$ cat config.mk
export PLATFORM = sky130hd
export DESIGN_NAME = ram_port_arbiter
export DESIGN_NICKNAME = d
export VERILOG_FILES = /design/src/rtl/ram_port_arbiter.sv
export SDC_FILE = /design/constraint.sdc
export NUM_CORES = 1
export LEC_CHECK = 0
export CORE_UTILIZATION = 45
export DETAILED_ROUTE_END_ITERATION = 6
export PLACE_DENSITY = 0.84
export SYNTH_ARGS = -nofsm -noshare
export SYNTH_HDL_FRONTEND = slang
export SYNTH_SLANG_ARGS = --single-unit
$ cat constraint.sdc
create_clock -name clk -period 6.3 [get_ports clk]
set_input_delay 0.63 -clock clk [delete_from_list [all_inputs] [get_ports clk]]
set_output_delay 0.63 -clock clk [all_outputs]
set_load 0.02 [all_outputs]
$ cat src/rtl/ram_port_arbiter.sv
// ram_port_arbiter: shares the byte-wide RAM/IO port between fetch and data requesters
module ram_port_arbiter (
    input  logic        clk,
    input  logic        rst,
    input  logic        if_req,
    input  logic [31:0] if_addr,
    output logic        if_done,
    output logic [31:0] if_data,
    input  logic        flush,
    input  logic        d_req,
    input  logic        d_wr,
    input  logic [31:0] d_addr,
    input  logic [2:0]  d_width,
    input  logic [31:0] d_wdata,
    output logic        d_done,
    output logic [31:0] d_rdata,
    input  logic [7:0]  ram_din,
    output logic [7:0]  ram_dout,
    output logic [31:0] ram_addr,
    output logic        ram_wr,
    output logic        busy
);
    typedef enum logic [1:0] {IDLE, FETCH, DREAD, DWRITE} state_t;
    state_t state, state_n;
    logic [2:0]  cnt, cnt_n, cnt_inc, width;
    logic [31:0] base, wdata, rbuf, word, addr_n;
    logic [7:0]  dout_n;
    logic        wr_n, if_fin, d_fin, grant, reading;
    assign cnt_inc = cnt + 3'd1;
    assign reading = state == FETCH || state == DREAD;
    assign busy = state != IDLE;
    // merge the byte arriving now into the partially assembled word
    assign word = rbuf | ({24'd0, ram_din} << {cnt - 3'd1, 3'b000});
    // next state and next values of the registered RAM pins
    always_comb begin
        state_n = state;
        cnt_n = cnt;
        addr_n = 32'd0;
        dout_n = 8'd0;
        wr_n = 1'b0;
        if_fin = 1'b0;
        d_fin = 1'b0;
        grant = 1'b0;
        case (state)
            IDLE: if (!if_done && !d_done && (d_req || (if_req && !flush))) begin
                grant = 1'b1;
                cnt_n = 3'd0;
                state_n = d_req ? (d_wr ? DWRITE : DREAD) : FETCH;
                addr_n = d_req ? d_addr : if_addr;
                wr_n = d_req && d_wr;
                dout_n = wr_n ? d_wdata[7:0] : 8'd0;
            end
            FETCH, DREAD: if (state == FETCH && flush) begin
                state_n = IDLE;
                cnt_n = 3'd0;
            end else if (cnt == width) begin
                state_n = IDLE;
                cnt_n = 3'd0;
                if_fin = state == FETCH;
                d_fin = state == DREAD;
            end else begin
                cnt_n = cnt_inc;
                addr_n = cnt_inc < width ? base + {29'd0, cnt_inc} : 32'd0;
            end
            DWRITE: if (cnt_inc == width) begin
                state_n = IDLE;
                cnt_n = 3'd0;
                d_fin = 1'b1;
            end else begin
                cnt_n = cnt_inc;
                addr_n = base + {29'd0, cnt_inc};
                dout_n = wdata[{cnt_inc[1:0], 3'b000} +: 8];
                wr_n = 1'b1;
            end
        endcase
    end
    // state, latched request, read assembly and registered outputs
    always_ff @(posedge clk or posedge rst) begin
        if (rst) begin
            state <= IDLE;
            cnt <= 3'd0;
            width <= 3'd0;
            base <= 32'd0;
            wdata <= 32'd0;
            rbuf <= 32'd0;
            ram_addr <= 32'd0;
            ram_dout <= 8'd0;
            ram_wr <= 1'b0;
            if_done <= 1'b0;
            d_done <= 1'b0;
            if_data <= 32'd0;
            d_rdata <= 32'd0;
        end else begin
            state <= state_n;
            cnt <= cnt_n;
            ram_addr <= addr_n;
            ram_dout <= dout_n;
            ram_wr <= wr_n;
            if_done <= if_fin;
            d_done <= d_fin;
            if (grant) begin
                width <= d_req ? d_width : 3'd4;
                base <= d_req ? d_addr : if_addr;
                wdata <= d_wdata;
                rbuf <= 32'd0;
            end else if (reading && cnt != 3'd0) rbuf <= word;
            if (if_fin) if_data <= word;
            if (d_fin && state == DREAD) d_rdata <= word;
        end
    end
endmodule
==> flow_metrics.tcl <==
set metrics [dict create \
    run_status "complete, no violations" \
    design.core.area_um2 20400 \
    slew_viol_final 0 \
    synthToLayoutAreaGrowth_pct 33.5 \
    tritoncts "yes" \
    grt_first_pass_wirelength_um 39200 \
    initial_drt_markers 399 \
    cts_hold_repair.buffers 0 \
    critical_path.max_fanout 39 \
    setup_tns_ns 0 \
    timing.slew.headroom_pct 27.9 \
    finalHoldViolations 0 \
    layout_commonest_cell "sky130_fd_sc_hd__clkdlybuf4s50_1" \
    final_layout_size_suffix_gt1_share_pct 12.2 \
    worst_setup_path_start_kind "flop" \
    cts_made_buffers 24 \
    series_of_cell_instances_along_the_critical_path "inv_1 > ha_1 > ha_1 > a31oi_1 > a32oi_2 > buf_4 > or4_1 > o221ai_1" \
    maxcap_violations 0 \
    num-fill-cells 1631 \
    crit_path_end_kind "flop" \
    final.setup_skew_ns 0.0104 \
    grt_pass1_vias 7429 \
    dr_total_vias 7335 \
    synth_cell_types 51 \
    cts.root.buffer_cell "sky130_fd_sc_hd__clkbuf_16" \
    portBuffers 220 \
    ys_dominant_reg_cell "sky130_fd_sc_hd__dfrtp_1" \
    layout_common_cells "sky130_fd_sc_hd__clkdlybuf4s50_1, sky130_fd_sc_hd__dfrtp_1, sky130_fd_sc_hd__nand2_1" \
    leakagePower_nw 6.04 \
    number_of_antenna_violations_at_the_first_check_in_global_routing 1 \
    final.min_clock_period_ns 4.21 \
    htreeDepth 1 \
    cts.sinks 211 \
    nets 1181 \
    unrepaired_setup_endpoints_after_global_routing "no" \
    syn-instance-count 861 \
    synth.yosys.warnings 0 \
    global_route.usage.total_pct 22.7 \
    timing.critical_path.arrival_ns 4.63 \
    post-dp-hpwl_um 16200 \
    globalRoute.totalOverflow 0 \
    synth_seq_cells 211 \
    floorplan.die.width_um 147 \
    routed_wirelength_um 24000 \
    max_slew.worst_pin.slew_ns 1.08 \
    cts-resized-gates 0 \
    globalplace.congestion 0.832 \
    setup_violations 0 \
    pin_count_of_the_biggest_net_entering_global_routing 122 \
    fp-row-count 52 \
    postCtsSetupBuffers 0 \
    worst_case_clock_buffer_depth 3 \
    chipHeight_um 147 \
    upper_clock_frequency_limit_mhz 237 \
    fin_util_pct 61.9 \
    boundaryPins 221 \
    crit_top_cell "sky130_fd_sc_hd__ha_1" \
    drt-pass1-iter-count 5 \
    clk_pin_slew_worst_paths_ns 0.06 \
    floorplan.die_area_um2 21600 \
    clk_latency_ns 0.51 \
    postSynthAreaPerCell_um2 11.0 \
    crit_slowest_cell "sky130_fd_sc_hd__ha_1" \
    number_of_flops_mapped_to_enable_cells_by_yosys 0 \
    synthArstFlopShare_pct 100 \
    crit_type "reg -> reg" \
    slowest_delay_ns 0.93 \
    synth.cell_area_um2 9470 \
    final_min_period_over_clock_period_pct 66.9 \
    hold_class "reg -> reg" \
    vdd_ir_drop_max_mv 0.219 \
    ant_nets 0 \
    number_of_nets_produced_by_synthesis 988 \
    crit_required_ns 6.72 \
    pd_cells_nw_per_um2 403 \
    detail_route.wl_per_cell_um 17.9 \
    initial_core_util_pct 46.3 \
    yosysSeqAreaShare_pct 55.8 \
    post_drt_via_cell_ratio 5.47 \
    drc_violations_left 0 \
]
## kinds of logic (layout without fill, tap and decap cells)
group,Yosys count,count (layout),synth area share [%]
multiplexers,104,104,12.9
AND/OR/NAND/NOR,259,259,11.9
other,0,1,0
flip-flops,211,211,55.8
AO/OA/AOI/OAI,166,166,11.6
adder cells (fa/ha/maj),14,14,1.93
XOR/XNOR,26,26,2.41
buffers and inverters,81,290,3.52
## final timing paths
| kind | cells past startpoint | end | from | slack (ns) |
|---|---|---|---|---|
| worst min-delay path | 2 | wdata[1] | wdata[1] | 0.47 |
| worst min register to register | 2 | wdata[1] | wdata[1] | 0.47 |
| worst max-delay path | 8 | ram_addr[31] | cnt[0] | 2.09 |
| min in group asynchronous | 2 | if_data[15] | rst | 0.65 |
| max in group asynchronous | 3 | base[0] | rst | 4.50 |
| worst max register to register | 8 | ram_addr[31] | cnt[0] | 2.09 |
## state kept, by name (all words and copies together), names as in the netlist, 3 cells and up
name / count
base: 32
cnt: 3
d_rdata: 32
if_data: 32
rbuf: 32
ram_addr: 32
width: 3
wdata: 32
ram_dout: 8
## Yosys cell counts (6+ instances only)
| library cell | number | area (um2) |
|---|---|---|
| sky130_fd_sc_hd__o21ai_0 | 41 | 205 |
| sky130_fd_sc_hd__o22ai_1 | 22 | 138 |
| sky130_fd_sc_hd__mux2_2 | 63 | 709 |
| sky130_fd_sc_hd__inv_1 | 19 | 71.3 |
| sky130_fd_sc_hd__nor4_1 | 6 | 37.5 |
| sky130_fd_sc_hd__clkbuf_1 | 38 | 143 |
| sky130_fd_sc_hd__buf_2 | 10 | 50.1 |
| sky130_fd_sc_hd__nand4_1 | 9 | 56.3 |
| sky130_fd_sc_hd__or4_1 | 8 | 60.1 |
| sky130_fd_sc_hd__a21o_1 | 36 | 270 |
| sky130_fd_sc_hd__ha_1 | 13 | 163 |
| sky130_fd_sc_hd__nand2_1 | 142 | 533 |
| sky130_fd_sc_hd__xor2_1 | 6 | 52.6 |
| sky130_fd_sc_hd__xnor2_1 | 20 | 175 |
| sky130_fd_sc_hd__nand3_1 | 13 | 65.1 |
| sky130_fd_sc_hd__nor2_1 | 56 | 210 |
| sky130_fd_sc_hd__a31oi_1 | 33 | 206 |
| sky130_fd_sc_hd__mux2i_1 | 30 | 300 |
| sky130_fd_sc_hd__dfrtp_1 | 211 | 5280 |
| sky130_fd_sc_hd__a22oi_1 | 8 | 60.1 |
| sky130_fd_sc_hd__mux4_2 | 8 | 180 |
| sky130_fd_sc_hd__clkbuf_2 | 7 | 35.0 |
## metal layers
| metal | track usage, % | share of wire, % | wire, um |
|---|---|---|---|
| met1 | 29.8 | 42 | 9980 |
| met2 | 38.1 | 49 | 11700 |
| met3 | 3.54 | 6.4 | 1530 |
| met4 | 8.20 | 3.3 | 800 |
| met5 | 0 | 0 | 0 |
## where the power goes
part / internal (mW) / switching (mW)
registers: 1.72 / 0.271
clock network: 0.831 / 0.535
logic: 0.756 / 0.978
total: 3.30 / 1.78
## critical path, delay by kind of cell, from the launching register on
family	cells	cell delay, ns
buffers and inverters	2	0.56
AO/OA/AOI/OAI	3	1.00
adder cells (fa/ha/maj)	2	1.33
AND/OR/NAND/NOR	1	0.57
flip-flops	1	0.66
## through the flow
stage	cells	power [mW]	hold slack (ns)	area [um2]	setup slack, ns
global placement	1298	3.67	0.452	11800	2.21
global route	1341	5.38	0.502	12600	1.79
floorplan	861	3.06	0.440	9470	2.93
CTS	1340	5.13	0.477	12600	2.06
finish	1341	5.09	0.474	12600	2.09
detailed placement	1298	3.73	0.462	11800	2.07
## cell type report
cell class	instances	area [um2]	area share, %
clock buffers	32	712	5.63
well taps	270	338	2.67
inverters	20	78.8	0.624
multi-input cells	569	3870	30.6
repair buffers	228	2270	18.0
flip-flops and latches	211	5280	41.8
clock inverters	10	83.8	0.663
diodes	1	2.50	0.0198
Note: power is estimated with default switching activity, not from simulation.
